<file path="src/rtl/ccc_ce_divider_pkg.sv">
// ccc_pkg: shared constants and helpers for the clock-enable divider.
//   DIV_W_DEF       - default width of a divide field
//   LOCK_CYCLES_DEF - default settle time before LOCK asserts
//   div_ratio()     - turns a divide field into its actual ratio
//   lock_cnt_width()- number of bits the lock counter needs
package ccc_pkg;

  localparam int DIV_W_DEF       = 5;
  localparam int LOCK_CYCLES_DEF = 64;

  // A field of N divides by N+1, so field 0 means "every cycle".
  function automatic int unsigned div_ratio(input int unsigned field);
    return field + 1;
  endfunction

  // The lock counter must be able to hold LOCK_CYCLES itself.
  function automatic int lock_cnt_width(input int lock_cycles);
    return $clog2(lock_cycles + 1);
  endfunction

  localparam int LOCK_CNT_W_DEF = lock_cnt_width(LOCK_CYCLES_DEF);

endpackage

</file>
<file path="src/rtl/ccc_div_channel.sv">
// ccc_div_channel: one divider channel producing a one-cycle enable strobe.
// Ports:
//   clk, reset      - fabric clock, synchronous active-high reset
//   ch_en           - run enable; while low the counter is held at full period
//   div_we, div_val - write a new divide field (queued as pending)
//   ce              - registered enable strobe, one cycle per period
//   div_ack         - registered pulse when the pending field takes effect
//   pv              - pending-valid flag, used by the top for LOCK
module ccc_div_channel
  import ccc_pkg::*;
#(
  parameter int DIV_W     = DIV_W_DEF,
  parameter int DIV_RESET = 3
) (
  input  logic             clk,
  input  logic             reset,
  input  logic             ch_en,
  input  logic             div_we,
  input  logic [DIV_W-1:0] div_val,
  output logic             ce,
  output logic             div_ack,
  output logic             pv
);

  localparam logic [DIV_W-1:0] RST_FIELD = DIV_W'(DIV_RESET);

  logic [DIV_W-1:0] act;
  logic [DIV_W-1:0] pend;
  logic [DIV_W-1:0] cnt;
  logic             at_terminal;
  logic             apply;

  // A pending ratio is only taken at the terminal count (or at once when the
  // channel is stopped) so a period in flight is never cut short.
  assign at_terminal = ch_en && (cnt == '0);
  assign apply       = pv && (!ch_en || at_terminal);

  // Counter, ratio registers and registered strobes. A write in the same
  // cycle as an apply re-arms pv with the new value after the old one is
  // consumed, so the later write is never lost.
  always_ff @(posedge clk) begin
    if (reset) begin
      act     <= RST_FIELD;
      pend    <= RST_FIELD;
      cnt     <= RST_FIELD;
      pv      <= 1'b0;
      ce      <= 1'b0;
      div_ack <= 1'b0;
    end else begin
      ce      <= at_terminal;
      div_ack <= apply;

      if (apply) begin
        act <= pend;
        cnt <= pend;
      end else if (!ch_en || at_terminal) begin
        cnt <= act;
      end else begin
        cnt <= cnt - 1'b1;
      end

      if (div_we) begin
        pend <= div_val;
        pv   <= 1'b1;
      end else if (apply) begin
        pv <= 1'b0;
      end
    end
  end

endmodule

</file>
<file path="src/rtl/ccc_ce_divider.sv">
// ccc_ce_divider: multi-channel clock-enable generator with glitch-free
// run-time ratio changes and a LOCK flag.
// Ports:
//   CLK, RESET - fabric clock, synchronous active-high reset
//   CH_EN      - per-channel run enable
//   DIV_WE     - per-channel write strobe for DIV_VAL
//   DIV_VAL    - new divide field, shared by all channels
//   CE         - per-channel registered enable strobe
//   DIV_ACK    - per-channel pulse when a new ratio takes effect
//   LOCK       - all ratios applied and stable for LOCK_CYCLES cycles
module ccc_ce_divider
  import ccc_pkg::*;
#(
  parameter int NUM_CH      = 3,
  parameter int DIV_W       = DIV_W_DEF,
  parameter int DIV_RESET   = 3,
  parameter int LOCK_CYCLES = LOCK_CYCLES_DEF
) (
  input  logic              CLK,
  input  logic              RESET,
  input  logic [NUM_CH-1:0] CH_EN,
  input  logic [NUM_CH-1:0] DIV_WE,
  input  logic [DIV_W-1:0]  DIV_VAL,
  output logic [NUM_CH-1:0] CE,
  output logic [NUM_CH-1:0] DIV_ACK,
  output logic              LOCK
);

  localparam int                LCW      = lock_cnt_width(LOCK_CYCLES);
  localparam logic [LCW-1:0]    LOCK_MAX = LCW'(LOCK_CYCLES);

  logic [NUM_CH-1:0] pv_vec;
  logic              any_pv;
  logic [LCW-1:0]    lock_cnt;

  for (genvar i = 0; i < NUM_CH; i++) begin : g_ch
    ccc_div_channel #(
      .DIV_W     (DIV_W),
      .DIV_RESET (DIV_RESET)
    ) u_ch (
      .clk     (CLK),
      .reset   (RESET),
      .ch_en   (CH_EN[i]),
      .div_we  (DIV_WE[i]),
      .div_val (DIV_VAL),
      .ce      (CE[i]),
      .div_ack (DIV_ACK[i]),
      .pv      (pv_vec[i])
    );
  end

  assign any_pv = |pv_vec;

  // Settle counter: any outstanding write restarts it and drops LOCK in the
  // same edge, so LOCK falls the cycle after a write lands.
  always_ff @(posedge CLK) begin
    if (RESET || any_pv) begin
      lock_cnt <= '0;
      LOCK     <= 1'b0;
    end else begin
      if (lock_cnt != LOCK_MAX) begin
        lock_cnt <= lock_cnt + 1'b1;
      end
      LOCK <= (lock_cnt == LOCK_MAX);
    end
  end

endmodule
</file>
<file path="config.mk">
export PLATFORM = sky130hd
export DESIGN_NAME = ccc_ce_divider
export DESIGN_NICKNAME = d
export VERILOG_FILES = /design/src/rtl/ccc_ce_divider_pkg.sv /design/src/rtl/ccc_div_channel.sv /design/src/rtl/ccc_ce_divider.sv
export SDC_FILE = /design/constraint.sdc
export NUM_CORES = 1
export LEC_CHECK = 0
export CAP_MARGIN = 20
export CORE_MARGIN = 2
export CORE_UTILIZATION = 24
export CTS_BUF_LIST = sky130_fd_sc_hd__clkbuf_8
export CTS_CLUSTER_DIAMETER = 200
export DETAILED_ROUTE_END_ITERATION = 12
export SYNTH_ARGS = -nofsm -noshare
export SYNTH_HDL_FRONTEND = slang
export SYNTH_HIERARCHICAL = 1
export SYNTH_SLANG_ARGS = --single-unit
</file>
<file path="constraint.sdc">
create_clock -name CLK -period 2.3 [get_ports CLK]
set_input_delay 0.23 -clock CLK [delete_from_list [all_inputs] [get_ports CLK]]
set_output_delay 0.23 -clock CLK [all_outputs]
set_load 0.01 [all_outputs]
</file>
Word-level counts from Yosys, hierarchy flattened
Index checks and enable logic that the tools add are counted.

word-level totals
  output and inout bits = 7
  register bits after elaboration = 62
  bits of input ports = 13
  word-level logic and storage cells = 58

cells by class
  $add $sub $neg = 4
  multiplexer cells = 12
  eq/ne operators = 2
  reductions and logical operators = 20

operator list
  operator                                                             count
  5-bit 2-to-1 mux                                                     6
  5-bit logical NOT                                                    3
  5-bit by 1-bit subtractor with 5-bit output (second input constant)  3
  7-bit by 1-bit adder with 7-bit output (second input constant)       1
  7-bit == test (second input constant)                                1
  7-bit inequality test (second input constant)                        1
  1-bit logical AND                                                    6
  1-bit 2-to-1 mux                                                     6
  2-bit nonzero test                                                   3
  1-bit logical OR                                                     4
  1-bit logical NOT                                                    3
  3-bit OR reduction                                                   1

Logic depth before layout (Yosys ltp)
  depth in word-level cells = 6
  mapped depth = 7
  mapped depth without buffers = 5

Hierarchy
Netlist, hierarchy kept.

modules (own cells, without submodules)
  module           seq. area each (sq um)  instances  area an instance (sq um)  cells each
  ccc_div_channel  360.3                   3          830.8                     82
  ccc_ce_divider   160.2                   1          415.4                     43

Least setup slack after synthesis
OpenSTA, ideal clock, no wires.

  path kind = flip-flop to flip-flop
  from = register g_ch[0].u_ch.cnt[0]
  to = register g_ch[0].u_ch.cnt[2]
  setup time = 143 ps
  path buffers = 2
  period minus slack after synthesis = 1703 ps
  slack = 597 ps
  cell stages (with the launch flop) = 8
  required time = 2157 ps
  data arrival time = 1561 ps
  cells stage by stage = dfxtp_1 -> inv_1 -> ha_1 -> or4b_4 -> buf_6 -> buf_6 -> a221oi_1 -> a311oi_1

on the way
  cells in the longest elaborated chain, start to end = 5
  elaborated cells on any way between the ends = 7
  classes of those cells = add/sub (1); mux (2); reduce/logical (4)

RTL lines
  item                                                                                                 line                   RTL
  start: declaration                                                                                   ccc_div_channel.sv:29  logic [DIV_W-1:0] cnt;
  start signal: assignment                                                                             ccc_div_channel.sv:55  cnt <= pend;
  start signal: assignment                                                                             ccc_div_channel.sv:57  cnt <= act;
  start signal: assignment                                                                             ccc_div_channel.sv:59  cnt <= cnt - 1'b1;
  parallel branches: the longest is 4 deep, another holds 5-bit by 1-bit subtractor with 5-bit output  --
  5-bit 2-to-1 mux *                                                                                   ccc_div_channel.sv:53  if (apply) begin

Mark *: on every way between the ends.
A chain may end at the register's enable or synchronous reset.

Worst setup path in the final report
  from = register g_ch[0].u_ch.cnt[0]
  to = register g_ch[0].u_ch.act[1]

on the way
  cells in the longest elaborated chain, start to end = 4

RTL lines
  item                    line                   RTL
  5-bit logical NOT       ccc_div_channel.sv:35  assign at_terminal = ch_en && (cnt == '0);
  1-bit logical AND       ccc_div_channel.sv:35
  1-bit logical OR        ccc_div_channel.sv:36  assign apply = pv && (!ch_en || at_terminal);
  1-bit logical AND       ccc_div_channel.sv:36
  end signal: assignment  ccc_div_channel.sv:54  act <= pend;
  end: declaration        ccc_div_channel.sv:27  logic [DIV_W-1:0] act;

Every way passes these cells.

==> results.md <==
- Crit path cell chain: inv_1 -> ha_1 -> or4b_4 -> a21boi_4 -> mux2i_1
- Final Hold Fails: 0
- Leakage: 0.00119 uW
- Worst path slowest cell: or4b_4
- DR iter-0 viols: 94
- Maxcap violations: 0
- Tmin final: 1790 ps
- Most frequent cells in the layout: 62 x dfxtp_1, 24 x nor2_1, 24 x mux2i_1
- FFs w/ async S/R, synth: 0%
- WP buf/inv: 1
- Die height: 114 um
- Die W: 114 um
- Synth top area cells: dfxtp_1 43%, mux2i_1 8.3%, nand2b_1 4.7%
- Leading cell type in the layout, fill and taps excluded: dfxtp_1
- Starting density of the core: 24.4%
- Setup violators final: 0
- Slew @ Worst Pin: 556 ps
- Sequential area share after synthesis: 42.7%
- Crit path kind: register to register
- GRT Util Overall: 9.18%
- Clock-pin transition on the worst setup and hold timing paths: 70 ps
- DR WL/cell: 12.1 um
- Layout area overhead: 14.5%
- Reg2reg path depth: 5
- DRC Markers: 0
- Vias per cell: 4.47
- Top Family by Delay on Critical Path: simple AND/OR/NAND/NOR gates
- Final Slew Violations: 0
- Area after DPL: 3160 sq um
- Worst hold path class: input port to register
- Nets@finish: 316
- H-tree lvl count: 3
- Clock skew: 7.30 ps
- Worst Path Required: 2560 ps
- Status: completed
- Setup TNS: 0 ps
- Commonest register cell after synthesis: dfxtp_1
- TritonCTS Buffers: 9
- CTS resizes: 0
- Worst-path fanout max: 13
- Die Area: 13000 sq um
- Number of synthesized register bits: 62
- Levels on crit path: 5
- F_max: 558 MHz
- RSZ-0062 raised after global routing: no
- Vias: 2010
- Tcrit/Tclk final: 77.9%
- CTS tree: built
- Post-synth top area cell: dfxtp_1
- Number of global-route vias before repair: 1869
- Cell row count: 40
- Root Buffer: clkbuf_8
- CTS sink cnt: 62
- Startpoint types: register
- Post-DRT Antenna Nets: 0
- EDFF count, synth: 0
- Routability cong.: 0.717
- First-pass GRT wire length: 9350 um
- Gr ovfl total: 0
- Largest net degree at the start of global routing: 48
- Post-route cell area: 3330 sq um
- Layout cells sized above 1: 11.6%
- Pwr Density: 665 nW/um^2
- Avg Synthesized Cell Area: 10.1 sq um
- Core Area: 11900 sq um
- # diodes: 0
- Port buffer count: 19
- Unique cell type count in the Yosys netlist: 35
- Buffers inserted by post-CTS timing repair: 0
- Initial antenna violation count: 0
- Data arrival, critical path: 2050 ps
- Area share of the largest cell type after synthesis: 42.7%
- First-pass iteration count of the detailed router: 4
- Synth Cell Area: 2910 sq um
- Ports: 20
- Clock Path Buffers: 2
- Hpwl dp: 3700 um
- Post-CTS Hold Fix Bufs: 0
- Worst path max stage delay: 580 ps
- Clk Latency, worst-skew pair: 340 ps
- Synth Net Count: 307
- Peak supply drop: 289 uV
- Synth warnings: 6
- Hold Path Stages: 2
- Synthesized netlist cell count: 289
- Rel. slew slack: 62.8%
- Fillers: 1271
- Setup crit end kind: register
- Post-Route WL: 5450 um
==> worst reg2reg max path, cell delays in order (launching register included) <==
cell and delay, ps:
dfxtp_1 320, inv_1 60, ha_1 190, or4b_4 580, a21boi_4 330, mux2i_1 240
==> per-layer routing <==
metal | vias to the layer above | wire (um) | track usage, %
li1 | 1043 | - | -
met1 | 932 | 2720 | 11.8
met2 | 29 | 2420 | 13.5
met3 | 6 | 237 | 4.18
met4 | 0 | 70 | 3.41
met5 | - | 0 | 0
==> worst paths after layout <==
kind                                to           startpoint  slack [ps]
hold / removal    g_ch[2].u_ch/pend[3]                RESET         320
setup reg to reg   g_ch[0].u_ch/act[1]  g_ch[0].u_ch/cnt[0]         510
hold reg to reg    g_ch[2].u_ch/act[2]  g_ch[2].u_ch/act[2]         470
setup / recovery   g_ch[0].u_ch/act[1]  g_ch[0].u_ch/cnt[0]         510
==> stage by stage <==
| step | util (%) | hold slack [ps] | worst slack [ps] | total power (uW) | cells |
|---|---|---|---|---|---|
| 5_1_grt | 28.0 | 327 | 384 | 2340 | 450 |
| 2_1_floorplan | - | 352 | 597 | 1350 | 289 |
| 4_1_cts | 28.0 | 314 | 492 | 2250 | 450 |
| 3_3_place_gp | 26.5 | 456 | 561 | 1410 | 434 |
| 3_5_place_dp | 26.5 | 460 | 512 | 1420 | 434 |
| 6_report | 28.0 | 322 | 509 | 2210 | 450 |
==> synth_stat cells (4+ instances only) <==
cell type  count
nand2b_1      22
nor2_1        24
a211o_1        6
nor2b_1       22
xnor2_1        7
a21oi_1        6
a311oi_1       6
a211oi_2       4
nand3_1       10
clkbuf_1      12
a21o_1         6
ha_1           5
nor3_1         6
mux2i_1       24
a221o_1        6
dfxtp_1       62
or4b_4         4
inv_1         11
a221oi_1       6
buf_6          7
==> state kept, by name (all words and copies together), names as in the netlist <==
register and cells:
g_ch.u_ch/act 15, g_ch.u_ch/cnt 15, g_ch.u_ch/pend 15, lock_cnt 7, g_ch.u_ch/ce 3, g_ch.u_ch/div_ack 3, g_ch.u_ch/pv 3, LOCK 1
==> area by class of cell <==
cell class	count	area [sq um]	share of cell area [%]
flip-flops and latches	62	1240	37.3
well taps	147	184	5.52
repair buffers	20	205	6.16
clock buffers	10	138	4.13
multi-input cells	194	1490	44.8
clock inverters	6	30.0	0.902
inverters	11	41.3	1.24
==> logic make-up (layout without fill, tap and decap cells) <==
family / after synthesis / count (layout) / synth area share (%)
AOI/OAI and AO/OA: 55 / 55 / 17.3
xor gates and xnor gates: 9 / 9 / 2.71
adders and majority gates: 5 / 5 / 2.15
buffers and inverters: 33 / 47 / 6.07
DFF: 62 / 62 / 42.7
muxes: 24 / 24 / 8.26
and+or+nand+nor: 101 / 101 / 20.8
==> power breakdown <==
group | switching [uW] | internal [uW]
registers | 46.2 | 1120
clock network | 415 | 406
logic | 109 | 114
total | 570 | 1640
Power figures use the tool's default switching activity.
